`config.mk`:
```
export PLATFORM = sky130hd
export DESIGN_NAME = imu_bias_cal
export DESIGN_NICKNAME = d
export VERILOG_FILES = /design/src/rtl/imu_bias_cal.sv
export SDC_FILE = /design/constraint.sdc
export NUM_CORES = 1
export LEC_CHECK = 0
export CORE_MARGIN = 2
export CORE_UTILIZATION = 40
export CTS_CLUSTER_DIAMETER = 50
export DETAILED_ROUTE_END_ITERATION = 16
export PLACE_DENSITY_LB_ADDON = 0.08
export SLEW_MARGIN = 10
export SYNTH_ARGS = -nofsm -noshare
export SYNTH_HDL_FRONTEND = slang
export SYNTH_SLANG_ARGS = --single-unit
```
`constraint.sdc`:
```
create_clock -name clk -period 5.5 [get_ports clk]
set_input_delay 1.1 -clock clk [delete_from_list [all_inputs] [get_ports clk]]
set_output_delay 1.1 -clock clk [all_outputs]
set_load 0.005 [all_outputs]
```
`src/rtl/imu_bias_cal.sv`:
```
// imu_bias_cal: gyro bias calibration and correction between the SPI IMU
// driver and the attitude-fusion FSM.
//
// After reset or a recal pulse the block discards SETTLE samples, then
// averages 2^CAL_LOG2 stationary gyro samples per axis to estimate the bias.
// Any gyro axis with |v| > MOTION_THR during averaging restarts the average.
// Once calibrated, every sample set is forwarded one cycle after in_valid.
// Each gyro axis is corrected by sat(in - bias).
//
// Ports:
//   clk, rst             clock, synchronous active-high reset
//   recal                pulse; restart calibration (wins over in_valid)
//   in_valid             pulse; the six *_in samples are valid
//   accel_*_in, gyro_*_in  raw signed W-bit samples
//   out_valid            pulse; corrected set valid (latency 1)
//   accel_*, gyro_*      registered outputs, held between pulses
//   cal_done             bias valid and correction active
//   motion_cnt           motion restarts since last calibration start (sat 255)
//
// Optional feature, macro IMU_ACCEL_BIAS_EN: accel x/y are averaged as well
// and corrected the same way as the gyro. accel_z carries gravity and is
// always passed through unchanged. When the macro is undefined, no accel
// accumulators exist and the accel outputs are registered copies.
//
// Limitation: an in_valid arriving in the single bias-compute cycle is
// dropped. This cannot happen at the driver's 100 Hz sample rate.

module imu_bias_cal #(
  parameter int unsigned W          = 16,
  parameter int unsigned CAL_LOG2   = 6,
  parameter int unsigned SETTLE     = 8,
  parameter int unsigned MOTION_THR = 500
) (
  input  logic         clk,
  input  logic         rst,
  input  logic         recal,
  input  logic         in_valid,
  input  logic [W-1:0] accel_x_in,
  input  logic [W-1:0] accel_y_in,
  input  logic [W-1:0] accel_z_in,
  input  logic [W-1:0] gyro_x_in,
  input  logic [W-1:0] gyro_y_in,
  input  logic [W-1:0] gyro_z_in,
  output logic         out_valid,
  output logic [W-1:0] accel_x,
  output logic [W-1:0] accel_y,
  output logic [W-1:0] accel_z,
  output logic [W-1:0] gyro_x,
  output logic [W-1:0] gyro_y,
  output logic [W-1:0] gyro_z,
  output logic         cal_done,
  output logic [7:0]   motion_cnt
);

  localparam int unsigned AW = W + CAL_LOG2;
  localparam int unsigned SW = (SETTLE > 1) ? $clog2(SETTLE) : 1;
  localparam int unsigned CW = (CAL_LOG2 > 0) ? CAL_LOG2 : 1;
`ifdef IMU_ACCEL_BIAS_EN
  localparam int unsigned NACC = 5;  // gyro x/y/z, accel x/y
`else
  localparam int unsigned NACC = 3;  // gyro x/y/z
`endif

  typedef enum logic [1:0] {
    S_SETTLE = 2'd0,
    S_ACCUM  = 2'd1,
    S_BIAS   = 2'd2,
    S_APPLY  = 2'd3
  } state_e;

  // With no settle window, calibration starts accumulating immediately.
  localparam state_e S_START = (SETTLE == 0) ? S_ACCUM : S_SETTLE;

  state_e                  state_q, state_d;
  logic [SW-1:0]           settle_cnt_q, settle_cnt_d;
  logic [CW-1:0]           samp_cnt_q, samp_cnt_d;
  logic [NACC-1:0][AW-1:0] acc_q, acc_d;
  logic [NACC-1:0][W-1:0]  bias_q, bias_d;
  logic [7:0]              motion_cnt_q, motion_cnt_d;
  logic                    cal_done_q, cal_done_d;
  logic                    out_valid_q, out_valid_d;
  logic [2:0][W-1:0]       gyro_q, gyro_d;
  logic [2:0][W-1:0]       accel_q, accel_d;

  logic [2:0][W-1:0]       gyro_in_c;
  logic [2:0][W-1:0]       accel_in_c;
  logic [NACC-1:0][W-1:0]  samp_c;
  logic                    motion_c;

  // |v| > MOTION_THR, with |v| taken in W+1 bits so the most negative value works.
  function automatic logic over_thr(input logic [W-1:0] v);
    logic [W:0] ext;
    logic [W:0] mag;
    ext = {v[W-1], v};
    mag = v[W-1] ? (~ext + (W+1)'(1)) : ext;
    return mag > (W+1)'(MOTION_THR);
  endfunction

  // a - b in W+1 bits, clamped to the signed W-bit range.
  function automatic logic [W-1:0] sat_sub(input logic [W-1:0] a,
                                           input logic [W-1:0] b);
    logic [W:0] diff;
    diff = {a[W-1], a} - {b[W-1], b};
    if (diff[W] != diff[W-1]) begin
      return diff[W] ? {1'b1, {(W-1){1'b0}}} : {1'b0, {(W-1){1'b1}}};
    end
    return diff[W-1:0];
  endfunction

  assign gyro_in_c  = {gyro_z_in, gyro_y_in, gyro_x_in};
  assign accel_in_c = {accel_z_in, accel_y_in, accel_x_in};

  // Samples feeding the accumulators; motion is judged on the gyro only.
  always_comb begin
    samp_c   = '0;
    motion_c = 1'b0;
    for (int i = 0; i < 3; i++) begin
      samp_c[i] = gyro_in_c[i];
      motion_c  = motion_c | over_thr(gyro_in_c[i]);
    end
`ifdef IMU_ACCEL_BIAS_EN
    samp_c[3] = accel_in_c[0];
    samp_c[4] = accel_in_c[1];
`endif
  end

  // Next-state and next-output logic.
  always_comb begin
    state_d      = state_q;
    settle_cnt_d = settle_cnt_q;
    samp_cnt_d   = samp_cnt_q;
    acc_d        = acc_q;
    bias_d       = bias_q;
    motion_cnt_d = motion_cnt_q;
    cal_done_d   = cal_done_q;
    out_valid_d  = 1'b0;
    gyro_d       = gyro_q;
    accel_d      = accel_q;

    if (recal) begin
      // Biases are kept but unused until the new calibration completes.
      state_d      = S_START;
      settle_cnt_d = '0;
      samp_cnt_d   = '0;
      acc_d        = '0;
      motion_cnt_d = '0;
      cal_done_d   = 1'b0;
    end else begin
      case (state_q)
        S_SETTLE: begin
          if (in_valid) begin
            if (settle_cnt_q == SW'(SETTLE - 1)) begin
              settle_cnt_d = '0;
              state_d      = S_ACCUM;
            end else begin
              settle_cnt_d = settle_cnt_q + SW'(1);
            end
          end
        end

        S_ACCUM: begin
          if (in_valid) begin
            if (motion_c) begin
              acc_d      = '0;
              samp_cnt_d = '0;
              if (motion_cnt_q != 8'hFF) begin
                motion_cnt_d = motion_cnt_q + 8'd1;
              end
            end else begin
              for (int i = 0; i < NACC; i++) begin
                acc_d[i] = acc_q[i] + AW'($signed(samp_c[i]));
              end
              samp_cnt_d = samp_cnt_q + CW'(1);
              if (samp_cnt_q == CW'(2**CAL_LOG2 - 1)) begin
                samp_cnt_d = '0;
                state_d    = S_BIAS;
              end
            end
          end
        end

        S_BIAS: begin
          // Taking the upper W bits is an arithmetic shift right by CAL_LOG2 (floor).
          for (int i = 0; i < NACC; i++) begin
            bias_d[i] = acc_q[i][CAL_LOG2 +: W];
          end
          acc_d      = '0;
          cal_done_d = 1'b1;
          state_d    = S_APPLY;
        end

        S_APPLY: begin
          if (in_valid) begin
            out_valid_d = 1'b1;
            for (int i = 0; i < 3; i++) begin
              gyro_d[i] = sat_sub(gyro_in_c[i], bias_q[i]);
            end
            accel_d = accel_in_c;
`ifdef IMU_ACCEL_BIAS_EN
            accel_d[0] = sat_sub(accel_in_c[0], bias_q[3]);
            accel_d[1] = sat_sub(accel_in_c[1], bias_q[4]);
`endif
          end
        end

        default: state_d = S_START;
      endcase
    end
  end

  // State and output registers.
  always_ff @(posedge clk) begin
    if (rst) begin
      state_q      <= S_START;
      settle_cnt_q <= '0;
      samp_cnt_q   <= '0;
      acc_q        <= '0;
      bias_q       <= '0;
      motion_cnt_q <= '0;
      cal_done_q   <= 1'b0;
      out_valid_q  <= 1'b0;
      gyro_q       <= '0;
      accel_q      <= '0;
    end else begin
      state_q      <= state_d;
      settle_cnt_q <= settle_cnt_d;
      samp_cnt_q   <= samp_cnt_d;
      acc_q        <= acc_d;
      bias_q       <= bias_d;
      motion_cnt_q <= motion_cnt_d;
      cal_done_q   <= cal_done_d;
      out_valid_q  <= out_valid_d;
      gyro_q       <= gyro_d;
      accel_q      <= accel_d;
    end
  end

  assign out_valid  = out_valid_q;
  assign gyro_x     = gyro_q[0];
  assign gyro_y     = gyro_q[1];
  assign gyro_z     = gyro_q[2];
  assign accel_x    = accel_q[0];
  assign accel_y    = accel_q[1];
  assign accel_z    = accel_q[2];
  assign cal_done   = cal_done_q;
  assign motion_cnt = motion_cnt_q;

endmodule
```
== Word level (Yosys, flattened, before mapping) ==
Index checks and enable logic that the tools add are counted.

* Add/sub/neg operators: 12
* Multiply operators: 0
* Divide/modulo/power cells: 0
* Order comparisons: 3
* Eq/ne operators: 14
* Shift-type cells: 0
* Muxes and demuxes: 37
* Bitwise operators: 7
* Reductions and logical operators: 12

{| class="wikitable"
|+ Operators by type and width
! kind !! number
|-
| two-way mux 16 bit || 9
|-
| two-way mux 66 bit || 2
|-
| one-hot mux 66 bit (2 select lines) || 1
|-
| adder 22 bit || 3
|-
| adder 17 x 1 -> 17 bit, second input constant || 3
|-
| > comparator 17 x 9 -> 1 bit, second input constant || 3
|-
| two-way mux 17 bit || 3
|-
| NOT 17 bit || 3
|-
| subtractor 16 x 16 -> 17 bit || 3
|-
| two-way mux 1 bit || 13
|-
| two-way mux 6 bit || 2
|-
| two-way mux 2 bit || 5
|-
| inequality test 2 bit, second input constant || 5
|-
| adder 8 x 1 -> 8 bit, second input constant || 1
|-
| inequality test 8 bit, second input constant || 1
|-
| AND reduction 2 bit || 4
|-
| adder 6 x 1 -> 6 bit, second input constant || 1
|-
| == test 6 bit, second input constant || 1
|-
| one-hot mux 2 bit (3 select lines) || 1
|-
| AND reduction 6 bit || 1
|-
| == test 2 bit, second input constant || 2
|-
| AND reduction 4 bit || 1
|-
| adder 3 x 1 -> 3 bit, second input constant || 1
|-
| == test 3 bit, second input constant || 1
|-
| 11 further kinds || 15
|}

* Flip-flop bits (word level): 231
* Bits in latches: 0
* Memory bits (writable): 0
* Memory bits (read-only): 0
* Input bits: 100
* Output and inout port bits: 106
* Memories kept: 0

== Longest topological paths before layout ==
* Depth in word-level cells: 9
* Depth in mapped cells: 14

== Least setup slack after synthesis ==
No wires, ideal clock.

* Kind: in2reg
* From: in gyro_x_in[0]
* To: reg gyro_q (netlist bit gyro_x[10])
* Library setup time: 0.086 ns
* Arrival: 3.767 ns
* Required time: 5.414 ns
* Slack: 1.648 ns
* Stages: 14
* Cell sequence: inv_1 -> ha_1 -> fa_1 -> nor2b_1 -> o31a_1 -> o21ai_0 -> a21oi_1 -> a211o_1 -> nand4_1 -> a22o_1 -> clkbuf_1 -> clkbuf_1 -> maj3_1 -> a211oi_1

* Word-level cells in the longest chain between the ends: 7
* Elaborated cells on any way between the ends: 9

{| class="wikitable"
|+ RTL lines
! what !! line !! RTL
|-
| start, declared || 41 || <nowiki>input logic [W-1:0] gyro_x_in,</nowiki>
|-
| subtractor 16 x 16 -> 17 bit * || 103 || <nowiki>diff = {a[W-1], a} - {b[W-1], b};</nowiki>
|-
| inequality test 1 bit || 104 || <nowiki>if (diff[W] != diff[W-1]) begin</nowiki>
|-
| two-way mux 1 bit || 104 ||
|-
| two-way mux 1 bit || 193 || <nowiki>if (in_valid) begin</nowiki>
|-
| two-way mux 1 bit || 149 || <nowiki>case (state_q)</nowiki>
|-
| two-way mux 1 bit || 140 || <nowiki>if (recal) begin</nowiki>
|-
| two-way mux 16 bit * || 107 || <nowiki>return diff[W-1:0];</nowiki>
|-
| end signal, assigned || 233 || <nowiki>gyro_q <= gyro_d;</nowiki>
|-
| end, declared || 82 || <nowiki>logic [2:0][W-1:0] gyro_q, gyro_d;</nowiki>
|}

Mark *: on every way between the ends. The rest lies on a longest branch, timed or not. The select of a mux whose other input is x is not followed.
A chain may end at the register's enable or synchronous reset.

== Worst setup path in the final report ==
* From: in gyro_z_in[1]
* To: reg samp_cnt_q[0]

* Word-level cells in the longest chain between the ends: 6

{| class="wikitable"
|+ RTL lines
! what !! line !! RTL
|-
| start, declared || 43 || <nowiki>input logic [W-1:0] gyro_z_in,</nowiki>
|-
| NOT 17 bit || 95 || <nowiki>mag = v[W-1] ? (~ext + (W+1)'(1)) : ext;</nowiki>
|-
| adder 17 x 1 -> 17 bit || 95 ||
|-
| two-way mux 17 bit * || 95 ||
|-
| > comparator 17 x 9 -> 1 bit * || 96 || <nowiki>return mag > (W+1)'(MOTION_THR);</nowiki>
|-
| bitwise OR 1 bit * || 119 || <nowiki>motion_c = motion_c | over_thr(gyro_in_c[i]);</nowiki>
|-
| two-way mux 6 bit * || 163 || <nowiki>if (motion_c) begin</nowiki>
|-
| end signal, assigned || 227 || <nowiki>samp_cnt_q <= samp_cnt_d;</nowiki>
|-
| end, declared || 76 || <nowiki>logic [CW-1:0] samp_cnt_q, samp_cnt_d;</nowiki>
|}

Mark *: on every way between the ends. The rest lies on a longest branch, timed or not.

==> metrics <==
Die Area 39600 um2; final std cells w/o fill ~2700; R2R cell count 10; actual slew at the worst max-slew pin around 1.1 ns; Top FF cell, synth dfxtp_1; sequential power share 36.4%; share of layout cells above drive strength 1 between 5 and 6%; fin. max-slew vios 0; Initial Utilization between 40% and 50%; status completed; Clk Latency, worst-skew pair 0.54 ns; most common cell after layout, fill and taps aside nand2_1; post-synth top area cell dfxtp_1; Synth async-reset ratio 0%; Post-CTS Setup Repair Bufs 0; Mapped Avg Cell Area 7.85 um2; antenna viol nets, final 0; Rel. slew slack about 27%; 1st-pass router iterations 5; Tot GR Track Use between 20% and 30%; antenna cells 0; WHS Endpoint accel_x[4]; row count 71; Reg2Reg Launch Point acc_q[45]; setup_tns 0 ns; P_leak approximately 7 nW; Mapped Nets roughly 2200; hold_buf cts 0; routability cong. 0.876; first-pass GRT wire length 71300 um; largest net degree at the start of global routing between 80 and 90; Netlist cell types a little under 90; Worst Hold Path Cells 2; cts repair resizes 0; Final #Nets approximately 2300; fmax approximately 0.22 GHz; CP Max Fanout 15; clock power share approximately half; buffers added on ports between 200 and 250; Vias/cell about 5.5; CTS Sinks 231; critical path class input port to flop; cell-internal power 3.40 mW; Comb pwr share about an eighth; clock-pin slew on the worst setup and hold paths around 0.050 ns; Max clock buf depth 3; Routed WL between 40000 and 50000 um; total of max-cap violations 0; Worst Setup SP gyro_z_in[1]; Routed WL per cell about 17 um; maximum vdd drop about 0.17 mV; vias about 15000; Finish-stage setup viols 0; Final Critical Period around 4.6 ns; RSZ-0062 raised after global routing no; number of synthesized flops with an enable pin 0; Hold Startpoint accel_x[4]; # DRC 0; Die Y 199 um; Root Driver clkbuf_16; Final Hold Fails 0; Yosys reg bits around 230; placed insts approximately 2600; vias in the first global route 13800; Ys Warns 0; HP Class flop to flop; Req. time, crit path a little under 6 ns; Critical Path Sink Type flop; HPWL after DPL approximately 33000 um; sequential-to-total area share from yosys stat about 30%; core box area 37600 um2; boundary pin count around 200; Worst Path Arrival 5.10 ns; initial antenna violation count 1; mapped cell area roughly 15000 um2; Area Overhead vs Synth 25.2%; CP Launch Type input port; Setup Skew approximately 0.01 ns; Tcrit/Tclk final approximately 84%; number of buffers created by CTS 37; Yosys top cell area share slightly above 30%; Psw ~1.2 mW; pwr/cell area about 240 nW/um2; CTS tree done; reg-to-reg slack, setup approximately 2.2 ns; RR Endpoint acc_q[65]; most frequent cells in the layout 268 x nand2_1, 231 x dfxtp_1, 204 x clkdlybuf4s50_1, 185 x nor2_1, 174 x a21oi_1; GRT overflow 0; Mapped Cells between 1500 and 2000; H-Tree Depth 2; Net Sw Frac 26.2%; Initial DRC Count 690; die width about 200 um; Synth area leaders dfxtp_1 30%, ha_1 10%, nand2_1 6.6%, a21oi_1 5.8%, nor2_1 4.6%
-- final cells by class --
class	instances	area [um2]
clock buffers	42	975
clock inverters	24	275
fillers	3677	18500
inverters	88	330
multi-input cells	1530	9960
flip-flops and latches	231	4620
well taps	511	639
repair buffers	231	2260
-- power by group through the flow --
stage          Combinational, mW  Sequential, mW  Clock, mW
2_1_floorplan              0.340            1.71          0
3_3_place_gp               0.541            1.71          0
3_5_place_dp               0.546            1.71          0
4_1_cts                    0.549            1.67       2.44
5_1_grt                    0.606            1.67       2.51
6_report                   0.549            1.68       2.38
-- worst max-delay path, stage by stage --
cell	delay (ns)
clkdlybuf4s50_1	0.56
inv_1	0.20
ha_1	0.21
nor3b_1	0.34
nand3_1	0.24
a221oi_1	0.55
o22ai_1	0.23
nor3_1	0.27
nand4_2	0.22
or2_1	0.50
or4_1	0.54
a21oi_1	0.14
-- cells in the mapped netlist (40+ instances only) --
master	instances
a22oi_1	56
nor3_1	53
a211oi_1	57
xnor2_1	58
dfxtp_1	231
clkbuf_1	83
nor2_1	186
nand2_1	268
inv_1	87
o21ai_0	60
ha_1	124
nand3_1	40
maj3_1	44
a21oi_1	175
-- state kept, by name (all words and copies together) (netlist names) --
signal	flops
settle_cnt_q	3
gyro_y	16
motion_cnt	8
accel_z	16
acc_q	66
accel_x	16
out_valid	1
state_q	2
bias_q	48
accel_y	16
gyro_x	16
cal_done	1
samp_cnt_q	6
gyro_z	16
-- worst max-delay path by stage --
stage,end,depth (start not counted)
finish,samp_cnt_q[0],12
global route,samp_cnt_q[0],12
CTS,samp_cnt_q[0],12
detailed placement,samp_cnt_q[0],12
global placement,samp_cnt_q[0],12
floorplan,gyro_x[10],14
-- cells by family (layout without fill, tap and decap cells) --
| family | count (synthesis) | count (layout) | synth area share, % |
|---|---|---|---|
| AOI/OAI and AO/OA | 543 | 543 | 23.5 |
| xor gates and xnor gates | 91 | 91 | 5.24 |
| adders and majority gates | 174 | 174 | 13.9 |
| buffers and inverters | 179 | 385 | 4.43 |
| DFF | 231 | 231 | 30.4 |
| muxes | 5 | 5 | 0.370 |
| and+or+nand+nor | 717 | 717 | 22.2 |
-- metal layers --
layer	global-route usage, %	up-vias	part of all wire [%]
met5	0	-	0.033
met4	8.18	2	3.0
met3	4.14	90	5.6
met2	38.0	324	47
met1	28.2	6809	45
li1	-	7368	-
-- stage by stage --
stage | utilization [%] | total power, mW | setup slack, ns | area [um2] | hold WS [ns]
2_1_floorplan | - | 2.05 | 1.65 | 15200 | 0.436
3_3_place_gp | 47.4 | 2.25 | 0.423 | 17800 | 0.441
3_5_place_dp | 47.4 | 2.26 | 0.302 | 17800 | 0.446
5_1_grt | 50.7 | 4.79 | 0.442 | 19100 | 0.470
6_report | 50.7 | 4.61 | 0.861 | 19100 | 0.451
4_1_cts | 50.7 | 4.67 | 0.861 | 19100 | 0.454
Power figures use the tool's default switching activity.
==> patch 1 (config.mk and constraints unchanged) <==
Change the parameter `SETTLE` from 8 to 16.
--- a/src/rtl/imu_bias_cal.sv
+++ b/src/rtl/imu_bias_cal.sv
@@ -29,5 +29,5 @@
   parameter int unsigned W          = 16,
   parameter int unsigned CAL_LOG2   = 6,
-  parameter int unsigned SETTLE     = 8,
+  parameter int unsigned SETTLE     = 16,
   parameter int unsigned MOTION_THR = 500
 ) (
Behaviour: same outputs for any inputs over 4 cycles, from zero or initial values and one cycle with rst high; that may be too few to reach the edited logic, so the function may still have changed.
==> patch 1 against the unedited design <==
  * Register-to-register slack lost 0.18 ns
  * Non-clock buffer count is 8 higher
  * Cell area is 0.83% lower
  * Via count down 2.2%
  * Sequential cell count grew 1
  * Largest cell class unchanged
  * Wire length shrank 2.2%
  * Total power grew 4.9%
  * Worst setup slack better by 0.068 ns
  * Area after synthesis fell by 2.2%
==> patch 1: results (changes against the unedited design) <==
stage,metric,value,unit,change
outcome,outcome,"finished, final reports clean",,
drt,DR vias/cell,5.49,,about the same
clock_network,Root Driver,clkbuf_16,,
logic_synthesis,cells after synthesis,1905,,-1.8%
global_routing,first-pass GRT wire length,70400,um,-1.2%
timing,worst slew pin tran,1.13,ns,+0.0314 ns
global_routing,vias in the first global route,13500,,-1.9%
clock_network,clk_lat worst skew,0.55,ns,
clock_network,CTS H-tree lvls,2,,unchanged
layout,number of fill cells in the layout,3570,,-2.9%
power,Leak,7.12,nW,+3.7%
setup_path,Worst R2R End,gyro_y[4],,
setup_path,flop2flop setup slack,1.99,ns,-0.18 ns
setup_path,CP max FO,7,,-8
setup_path,CP endpoint,acc_q[60],,
logic_synthesis,commonest cells in the netlist,"nand2_1 (278), dfxtp_1 (232), a21oi_1 (177)",,
logic_synthesis,syn_nets,2134,,-1.7%
logic_synthesis,sequential area share after synthesis,0.312,,+0.00808
drt,Routed Wire Length,44000,um,-2.2%
place,HPWL Detailed,31900,um,-3.8%
place,Placed Cells,2527,,-2.5%
setup_path,cell depth of the worst flop-to-flop path,11,,+1
setup_path,Critical Path Source,gyro_y_in[6],,
layout,fraction of layout cells with a size suffix above 1,0.0652,,+0.00605
logic_synthesis,Synth area leaders,"dfxtp_1 (31%), ha_1 (10%), nand2_1 (7.0%)",,
place,placed cell area,17500,sq um,-1.8%
place,routability cong.,0.862,,-1.6%
timing,Clock Skew,0.0203,ns,+0.0105 ns
global_routing,pin count of the biggest net entering global routing,68,,-16%
timing,Fin. Hold Viols,0,,unchanged
setup_path,R2R Path Start,bias_q[16],,
setup_path,WP data arrival,5.03,ns,-0.07 ns
clock_network,total CTS buffers,39,,+5.4%
power,VDD IR max,229,uV,+34%
layout,Final nets,2329,,-0.85%
logic_synthesis,"Distinct cells, synth",76,,-13%
[patch 1: cell types whose count changed in the layout (fill, tap and decap cells not counted), sizes merged, moves of 10 or more]
cell,delta
a22o,+13
nor2,-12
maj3,-19
o21ai,+32
a211oi,-31
or3,-14
nand2,+10
nor3,-13
[patch 1: final cells by class]
type / instances / area [sq um] / area share
Timing Repair Buffer: 239 / 2300 / 0.122
Tap cell: 468 / 586 / 0.0310
Multi-Input combinational cell: 1501 / 9630 / 0.509
Sequential cell: 232 / 4640 / 0.246
Clock inverter: 28 / 365 / 0.0193
Inverter: 87 / 327 / 0.0173
Clock buffer: 44 / 1050 / 0.0553
[patch 1: critical path, stage by stage]
cell	delay, ns
clkdlybuf4s50_1	0.55
or4_1	0.77
o41ai_1	0.57
nor4bb_1	0.26
and4b_1	0.23
nand4_1	0.16
or2_1	0.38
nor3_1	0.49
nand2_1	0.24
o31ai_1	0.29
[patch 1: worst min-delay path by stage]
| stage | slack, ns | end | start | cells after the start |
|---|---|---|---|---|
| final | 0.45 | gyro_x[3] | gyro_x[3] | 2 |
| after global routing | 0.47 | accel_x[11] | accel_x[11] | 2 |
| after CTS | 0.45 | accel_x[6] | accel_x[6] | 2 |
| after detailed placement | 0.45 | accel_x[6] | accel_x[6] | 2 |
| after global placement | 0.44 | gyro_x[5] | gyro_x[5] | 2 |
| after floorplan | 0.44 | bias_q[10] | bias_q[10] | 2 |
[patch 1: power by group]
group	switching (mW)	internal, mW	leakage, nW	total [mW]
registers	0.000528	1.68	1.87	1.68
clock network	0.950	1.68	0.665	2.63
logic	0.296	0.228	4.59	0.524
total	1.25	3.59	7.12	4.83
[patch 1: kinds of logic after synthesis]
group | Yosys count | share of synthesized area
simple gates | 697 | 0.217
compound gates | 553 | 0.241
flops | 232 | 0.312
buf+inv | 172 | 0.0442
fa+ha+maj | 154 | 0.128
xor+xnor | 89 | 0.0523
mux | 8 | 0.00554
[patch 1: routing by layer]
metal / up-vias / part of all wire / track usage / wire length [um]
met5: - / 0 / 0 / 0
met4: 0 / 0.022 / 0.0735 / 966
met3: 67 / 0.045 / 0.0337 / 2000
met2: 311 / 0.46 / 0.366 / 20000
met1: 6661 / 0.48 / 0.302 / 21000
li1: 7234 / - / - / -
[patch 1: through the flow]
step / utilization / setup WS [ns] / power [mW]
after floorplan: - / 1.28 / 2.03
after global placement: 0.478 / 0.583 / 2.23
after detailed placement: 0.478 / 0.440 / 2.24
after CTS: 0.516 / 1.02 / 4.89
after global routing: 0.516 / 0.573 / 5.02
final: 0.516 / 0.929 / 4.83
==> patch 2 (same flow settings) <==
Without the edit above. The 4 states of `state_e` get a one-hot encoding in 4 bits.
--- a/src/rtl/imu_bias_cal.sv
+++ b/src/rtl/imu_bias_cal.sv
@@ -62,9 +62,9 @@
 `endif
 
-  typedef enum logic [1:0] {
-    S_SETTLE = 2'd0,
-    S_ACCUM  = 2'd1,
-    S_BIAS   = 2'd2,
-    S_APPLY  = 2'd3
+  typedef enum logic [3:0] {
+    S_SETTLE = 4'b0001,
+    S_ACCUM  = 4'b0010,
+    S_BIAS   = 4'b0100,
+    S_APPLY  = 4'b1000
   } state_e;
 
Function: same outputs for any inputs over 10 cycles, from zero or initial values and one cycle with rst high; not proved beyond that.
==> patch 2 against the unedited design <==
  * Area after synthesis fell by 2.5%
  * Worst setup slack improved by 0.060 ns
  * Total power down 0.31%
  * Die area decreased by 2.4%
  * Clock skew is 0.0028 ns higher
  * Wire length fell by 1.2%
  * Combinational power shrank 5.6%
  * Sequential cell count up 2
  * Cell area fell by 2.0%
  * Critical path type unchanged
  * Critical endpoint is now acc_q[38]
  * Largest power group unchanged
  * Highest routed layer unchanged
==> patch 2: results (changes against the unedited design) <==
stage,metric,value,unit,change
global_routing,met1 usage,0.324,,+0.0419
power,combinational share of power,0.113,,-0.006
logic_synthesis,syn_nets,2122,,-2.2%
logic_synthesis,"Avg Cell Area, Syn",7.82,sq um,-0.33%
power,VDD IR max,153,uV,-10%
setup_path,CP peak stage delay,0.75,ns,+0.19 ns
place,routability cong.,0.864,,-1.4%
logic_synthesis,commonest cells in the netlist,"nand2_1 (269), dfxtp_1 (233), a21oi_1 (206)",,
layout,Final nets,2311,,-1.6%
drt,Routed Wire Length,44400,um,-1.2%
place,HPWL Detailed,32200,um,-3.0%
logic_synthesis,Synth area leaders,"dfxtp_1 (31%), ha_1 (9.9%), a21oi_1 (6.9%)",,
power,Leak,6.90,nW,+0.38%
setup_path,CP max FO,38,,+23
timing,FMAX,218,MHz,+1.3%
setup_path,R2R Path Start,acc_q[22],,
drt,drt wl/cell,17.2,um,+1.6%
place,placed cell area,17400,sq um,-2.1%
global_routing,first-pass GRT wire length,70900,um,-0.55%
place,worst slack at placement,0.422,ns,+0.120 ns
power,Psw,1.19,mW,-1.4%
logic_synthesis,"Distinct cells, synth",78,,-10%
drt,drt pass-1 iters,6,,+1
outcome,outcome,"finished, final reports clean",,
logic_synthesis,sequential area share after synthesis,0.314,,+0.0105
global_routing,met2 global-route usage,0.349,,-0.0311
timing,worst hold slack,0.453,ns,+0.00204 ns
setup_path,CP max stage cell,or4b_1,,
global_routing,GRT Util Overall,0.225,,+0.00154
global_routing,met3 usage,0.0373,,-0.00405
place,Placed Cells,2516,,-2.9%
setup_path,flop2flop setup slack,1.92,ns,-0.25 ns
-- patch 2: kinds of logic (layout without fill, tap and decap cells) --
group,after synthesis,in the layout,share of synthesized area
buf+inv,169,386,0.0438
mux,11,11,0.00750
xor+xnor,92,92,0.0543
simple gates,675,675,0.213
flops,233,233,0.314
compound gates,574,574,0.246
fa+ha+maj,144,144,0.121
-- patch 2: per-layer routing --
layer / vias to the layer above / part of all wire
li1: 7219 / -
met1: 6559 / 0.50
met2: 380 / 0.42
met3: 67 / 0.058
met4: 2 / 0.021
met5: - / 0.00029
-- patch 2: path summary, 6_finish.rpt --
kind | to | depth (start not counted)
max | acc_q[38] | 11
min | accel_x[6] | 2
max reg2reg | acc_q[42] | 11
min reg2reg | accel_x[6] | 2
-- patch 2: final cells by class --
class,instances,area share
multi-input combinational,1496,0.511
sequential,233,0.250
timing repair buffer,237,0.125
clock buffer,46,0.0530
tap,468,0.0313
inverter,82,0.0165
clock inverter,21,0.0142
